`src/rtl/uart_pkg.sv`:
```
// Shared UART definitions: data width, arbiter FSM encoding, byte payload, clog2 helper.
package uart_pkg;

  localparam int unsigned DATA_W = 8;

  typedef enum logic [2:0] {
    ARB        = 3'd0,
    ISSUE      = 3'd1,
    LAUNCH     = 3'd2,
    WAIT_START = 3'd3,
    WAIT_DONE  = 3'd4
  } arb_state_e;

  // One byte headed for the transmitter plus its end-of-burst marker
  typedef struct packed {
    logic [DATA_W-1:0] data;
    logic              last;
  } tx_beat_t;

  // Ceiling log2, usable in constant expressions
  function automatic int unsigned clog2(input int unsigned value);
    int unsigned result;
    result = 0;
    for (int unsigned i = 0; i < 32; i++) begin
      if ((33'd1 << i) < 33'(value)) result = i + 1;
    end
    return result;
  endfunction

endpackage

```
`src/rtl/uart_tx_arb_rr_pick.sv`:
```
// Rotating-priority picker: first set bit of valid at or after ptr, wrapping modulo NUM_REQ.
module rr_pick
  import uart_pkg::*;
#(
  parameter int unsigned NUM_REQ = 4
) (
  input  logic [NUM_REQ-1:0]        valid,
  input  logic [clog2(NUM_REQ)-1:0] ptr,
  output logic [clog2(NUM_REQ)-1:0] idx_c,
  output logic                      found_c
);

  localparam int unsigned ID_W = clog2(NUM_REQ);
  localparam int unsigned CW   = ID_W + 1;

  logic [CW-1:0]   cand;
  logic [ID_W-1:0] cand_idx;

  // Scan offsets from farthest to nearest so the nearest valid requester wins
  always_comb begin
    idx_c    = '0;
    found_c  = 1'b0;
    cand     = '0;
    cand_idx = '0;
    for (int k = int'(NUM_REQ) - 1; k >= 0; k--) begin
      cand = CW'(ptr) + CW'(k);
      if (cand >= CW'(NUM_REQ)) cand = cand - CW'(NUM_REQ);
      cand_idx = cand[ID_W-1:0];
      if (valid[cand_idx]) begin
        idx_c   = cand_idx;
        found_c = 1'b1;
      end
    end
  end

endmodule

```
`src/rtl/uart_tx_arb.sv`:
```
// Round-robin arbiter feeding one uart_tx from NUM_REQ byte sources, with burst locking
// and a forced release when a locked burst stalls for LOCK_TIMEOUT cycles.
module uart_tx_arb
  import uart_pkg::*;
#(
  parameter int unsigned NUM_REQ      = 4,
  parameter int unsigned LOCK_TIMEOUT = 1024
) (
  input  logic                        clk,
  input  logic                        rst,
  input  logic [NUM_REQ-1:0]          req_valid,
  input  logic [DATA_W*NUM_REQ-1:0]   req_data,
  input  logic [NUM_REQ-1:0]          req_last,
  output logic [NUM_REQ-1:0]          req_ready,
  output logic                        tx_en,
  output logic [DATA_W-1:0]           tx_data,
  input  logic                        tx_busy,
  output logic [clog2(NUM_REQ)-1:0]   grant_id,
  output logic                        active,
  output logic                        lock_abort
);

  localparam int unsigned ID_W  = clog2(NUM_REQ);
  localparam int unsigned CNT_W = clog2(LOCK_TIMEOUT + 1);

  arb_state_e       state_q, state_d;
  logic [ID_W-1:0]  grant_q, grant_d;
  logic [ID_W-1:0]  rr_ptr_q, rr_ptr_d;
  logic [ID_W-1:0]  pick_idx_c, next_ptr_c;
  logic             pick_found_c;
  tx_beat_t         beat_q, beat_d, sel_beat_c;
  logic             sel_valid_c;
  logic             lock_q, lock_d;
  logic             abort_d;
  logic             accept_c;
  logic [CNT_W-1:0] idle_cnt_q, idle_cnt_d;
  logic             tx_en_q, active_q, lock_abort_q;

  rr_pick #(
    .NUM_REQ (NUM_REQ)
  ) u_rr_pick (
    .valid   (req_valid),
    .ptr     (rr_ptr_q),
    .idx_c   (pick_idx_c),
    .found_c (pick_found_c)
  );

  // Route the granted requester's byte, last marker and valid
  always_comb begin
    sel_beat_c  = '0;
    sel_valid_c = 1'b0;
    for (int unsigned r = 0; r < NUM_REQ; r++) begin
      if (grant_q == ID_W'(r)) begin
        sel_beat_c.data = req_data[r*DATA_W +: DATA_W];
        sel_beat_c.last = req_last[r];
        sel_valid_c     = req_valid[r];
      end
    end
  end

  assign accept_c   = (state_q == ISSUE) && sel_valid_c && !tx_busy;
  assign next_ptr_c = (grant_q == ID_W'(NUM_REQ - 1)) ? '0 : grant_q + ID_W'(1);

  // Ready is only ever offered to the granted requester, and only while the UART is free
  assign req_ready = ((state_q == ISSUE) && !tx_busy) ? (NUM_REQ'(1) << grant_q) : '0;

  // Next-state and register-input logic
  always_comb begin
    state_d    = state_q;
    grant_d    = grant_q;
    rr_ptr_d   = rr_ptr_q;
    beat_d     = beat_q;
    lock_d     = lock_q;
    idle_cnt_d = idle_cnt_q;
    abort_d    = 1'b0;
    case (state_q)
      ARB: begin
        if (pick_found_c) begin
          grant_d    = pick_idx_c;
          lock_d     = 1'b0;
          idle_cnt_d = '0;
          state_d    = ISSUE;
        end
      end
      ISSUE: begin
        if (accept_c) begin
          beat_d     = sel_beat_c;
          idle_cnt_d = '0;
          state_d    = LAUNCH;
        end else if (!lock_q) begin
          if (!sel_valid_c) state_d = ARB;
        end else if (idle_cnt_q == CNT_W'(LOCK_TIMEOUT - 1)) begin
          abort_d    = 1'b1;
          rr_ptr_d   = next_ptr_c;
          lock_d     = 1'b0;
          idle_cnt_d = '0;
          state_d    = ARB;
        end else begin
          idle_cnt_d = idle_cnt_q + CNT_W'(1);
        end
      end
      LAUNCH: begin
        state_d = WAIT_START;
      end
      WAIT_START: begin
        if (tx_busy) state_d = WAIT_DONE;
      end
      WAIT_DONE: begin
        if (!tx_busy) begin
          if (beat_q.last) begin
            rr_ptr_d = next_ptr_c;
            lock_d   = 1'b0;
            state_d  = ARB;
          end else begin
            lock_d     = 1'b1;
            idle_cnt_d = '0;
            state_d    = ISSUE;
          end
        end
      end
      default: begin
        state_d = ARB;
      end
    endcase
  end

  // State and datapath registers; outputs are registered off the next state
  always_ff @(posedge clk) begin
    if (rst) begin
      state_q      <= ARB;
      grant_q      <= '0;
      rr_ptr_q     <= '0;
      beat_q       <= '0;
      lock_q       <= 1'b0;
      idle_cnt_q   <= '0;
      tx_en_q      <= 1'b0;
      active_q     <= 1'b0;
      lock_abort_q <= 1'b0;
    end else begin
      state_q      <= state_d;
      grant_q      <= grant_d;
      rr_ptr_q     <= rr_ptr_d;
      beat_q       <= beat_d;
      lock_q       <= lock_d;
      idle_cnt_q   <= idle_cnt_d;
      tx_en_q      <= (state_d == LAUNCH);
      active_q     <= (state_d != ARB);
      lock_abort_q <= abort_d;
    end
  end

  assign tx_en      = tx_en_q;
  assign tx_data    = beat_q.data;
  assign grant_id   = grant_q;
  assign active     = active_q;
  assign lock_abort = lock_abort_q;

endmodule

```
`config.mk`:
```
export PLATFORM = sky130hd
export DESIGN_NAME = uart_tx_arb
export DESIGN_NICKNAME = d
export VERILOG_FILES = /design/src/rtl/uart_pkg.sv /design/src/rtl/uart_tx_arb_rr_pick.sv /design/src/rtl/uart_tx_arb.sv
export SDC_FILE = /design/constraint.sdc
export NUM_CORES = 1
export LEC_CHECK = 0
export BUFFER_PORTS_ARGS = -buffer_cell sky130_fd_sc_hd__buf_2
export CORE_MARGIN = 2
export CORE_UTILIZATION = 30
export CTS_BUF_LIST = sky130_fd_sc_hd__clkbuf_16
export CTS_CLUSTER_DIAMETER = 80
export CTS_CLUSTER_SIZE = 8
export DETAILED_ROUTE_END_ITERATION = 16
export GPL_TIMING_DRIVEN = 1
export MAX_ROUTING_LAYER = met4
export SYNTH_ARGS = -nofsm -noshare
export SYNTH_HDL_FRONTEND = slang
export SYNTH_HIERARCHICAL = 1
export SYNTH_SLANG_ARGS = --single-unit
```
`constraint.sdc`:
```
create_clock -name clk -period 4 [get_ports clk]
set_clock_uncertainty 0.1 [all_clocks]
set_input_delay 0.2 -clock clk [delete_from_list [all_inputs] [get_ports clk]]
set_output_delay 0.2 -clock clk [all_outputs]
set_load 0.02 [all_outputs]
```
==> summary.txt <==
Outcome
  – Status: finished clean

Clock network
  – Hold_buf cts: 0
  – Skew-Pair Late Insertion Delay: 0.27 ns
  – Clk sinks: 31
  – TritonCTS buffer count: 5
  – Bufs on Longest Clock Path: 2
  – CTS tree: yes
  – Clk slew on worst S/H paths: 0.05 ns
  – Post-CTS sizing: 0
  – Post-CTS Setup Bufs: 0
  – CTS Root Cell: clkbuf_16
  – H-tree lvl count: 2

Floorplanning
  – Die height: 84.9 um
  – Core area: 6350 um^2
  – Die area: 7220 um^2
  – IO Count: 60
  – Site Rows: 29
  – Chip width: 84.9 um
  – Initial core utilization: 31.0%

Setup path
  – Worst Setup Start Kind: register
  – CP Max Fanout: 21
  – CP endpoint kind: register
  – Crit Path Class: reg2reg
  – Worst EP required: 4.11 ns
  – Worst Path Arrival: 3.03 ns

STA
  – Fin. max-slew vios: 0
  – Tcrit/Tclk final: 72.9%
  – WHS: 0.118 ns
  – Slew @ Worst Pin: 1.08 ns
  – Max-slew headroom: 27.5%
  – Final setup viols: 0
  – Setup tns final: 0 ns
  – Max Freq: 0.343 GHz
  – Fin. Hold Viols: 0
  – Final min period: 2.92 ns
  – Unrepaired setup endpoints after global routing: no

Pwr
  – Tot Pwr: 0.896 mW
  – Worst vdd ir: 0.173 mV
  – PwrDens: 379 nW/um^2
  – Lkg Pwr: 0.957 nW

Logic synthesis
  – Post-Syn Area: 1970 um^2
  – Register area share after synthesis: 31.6%
  – Cells taking the most area after synthesis: dfxtp_1 32%, a21oi_1 7.1%, o21ai_0 4.8%
  – Async set-or-reset flop fraction in the synthesized netlist: 0%
  – Most used DFF post-synth: dfxtp_1
  – Syn avg cell area: 7.83 um^2
  – Yosys warns: 6
  – Post-Synthesis Cells: 251
  – Synth top area share: 31.6%
  – Synth Net Count: 299
  – Count leader, synth: dfxtp_1
  – Number of synthesized register bits: 31
  – Dominant cell type by area after synthesis: dfxtp_1
  – Yosys cell types: 51
  – Most common library cells after synthesis: 31 x dfxtp_1, 28 x a21oi_1, 20 x nor2_1
  – EDFF count, synth: 0

Placed design
  – Final Wtd Congestion: 0.865
  – PortBufs: 59
  – Dpl hpwl: 3790 um

Global routing
  – Vias in the first global route: 1812
  – Pin count of the biggest net entering global routing: 24
  – Overall Global Routing Usage: 15.1%
  – Initial antenna violation count: 0
  – GR Overflow Total: 0
  – First-pass GRT wire length: 8600 um

Route
  – Number of vias per cell: 5.23
  – Drt wl/cell: 13.9 um
  – Via count: 1941
  – Drt initial violations: 135
  – Antenna Violating Nets Remaining: 0
  – Drt first pass iters: 4
  – Detailed Route WL: 5150 um
  – DR DRC count: 0

Cells and area
  – Area Growth Syn to Fin: 20.2%
  – Share of post-route cells with drive strength above 1: 23.8%
  – Filler instances: 653
  – Final nets: 341
  – Diodes inserted: 0

Job
  – Max-cap viol count: 0

Min path
  – Hold crit path type: in2reg
[placed cells by master, fill, tap and decap left out, drive strengths merged, types with 2 or more instances in the layout]
cell    synthesis  layout
a21boi          2       2
nand4           3       3
and3            2       2
nand3           5       5
ha              5       5
nor2b          11      11
nand2b          4       4
clkinv          0       2
o311a           2       2
buf            12      59
a211oi          3       3
mux2i           3       3
nor3           11      11
o21ai          20      20
nor2           20      20
or4             2       2
a21oi          29      29
and2            6       6
a221oi          8       8
nand2          14      14
inv             9      10
o211ai          2       2
dfxtp          31      31
clkbuf         12       5
or3             5       5
o31ai           5       5
o21a            3       3
nor3b           2       2
nor4            3       3
[registers in the layout, summed over array words and instances, names as in the netlist]
signal and cells:
beat_q 1, lock_abort 1, active 1, tx_en 1
idle_cnt_q 11, grant_id 2, rr_ptr_q 2, lock_q 1
state_q 3, tx_data 8
[final cells by class]
type	instances	area, um^2	share of cell area (%)
clock inverter	3	11.3	0.477
sequential	31	621	26.3
inverter	9	33.8	1.43
tap	77	96.3	4.08
clock buffer	5	125	5.30
timing repair buffer	59	295	12.5
multi-input combinational	187	1180	49.9
[critical path: stages (launching register included)]
cell       delay [ns]
dfxtp_1          0.34
inv_1            0.12
ha_1             0.54
nor2b_1          0.33
a2111oi_4        0.11
o31ai_2          0.93
o21ai_0          0.22
a21oi_1          0.16
[worst paths after layout]
| kind | startpoint | end | slack, ns | cells past startpoint |
|---|---|---|---|---|
| setup / recovery | grant_id[0] | idle_cnt_q[5] | 1.08 | 7 |
| hold / removal | req_data[24] | tx_data[0] | 0.12 | 3 |
| setup reg to reg | grant_id[0] | idle_cnt_q[5] | 1.08 | 7 |
| hold reg to reg | idle_cnt_q[10] | idle_cnt_q[10] | 0.36 | 1 |
[cell families after synthesis]
kind of cell | share of synthesized area [%]
flip-flops | 31.6
XOR/XNOR | 0.446
AO/OA/AOI/OAI | 29.5
multiplexers | 1.53
adder cells (fa/ha/maj) | 3.18
buffers and inverters | 8.40
AND/OR/NAND/NOR | 25.3
[routing by layer]
metal  GRT usage (%)  vias to the layer above  part of all wire [%]
li1                -                      990                     -
met1            21.2                      910                    50
met2            21.3                       36                    45
met3            3.50                        5                   3.7
met4            5.19                        0                   1.4
met5               -                        -                     0
[through the flow]
stage          setup slack, ns  cell area (um^2)  cells  util, %
2_1_floorplan             1.77              1970    251        -
3_3_place_gp              1.18              2230    363     35.1
3_5_place_dp              1.12              2230    363     35.1
4_1_cts                   1.08              2360    371     37.2
5_1_grt                  0.716              2360    371     37.2
6_report                  1.08              2360    371     37.2
[power by group]
group	internal, mW	switching (mW)
Clock	0.224	0.133
Combinational	0.0788	0.121
Sequential	0.324	0.0152
(Power assumes the default switching activity.)
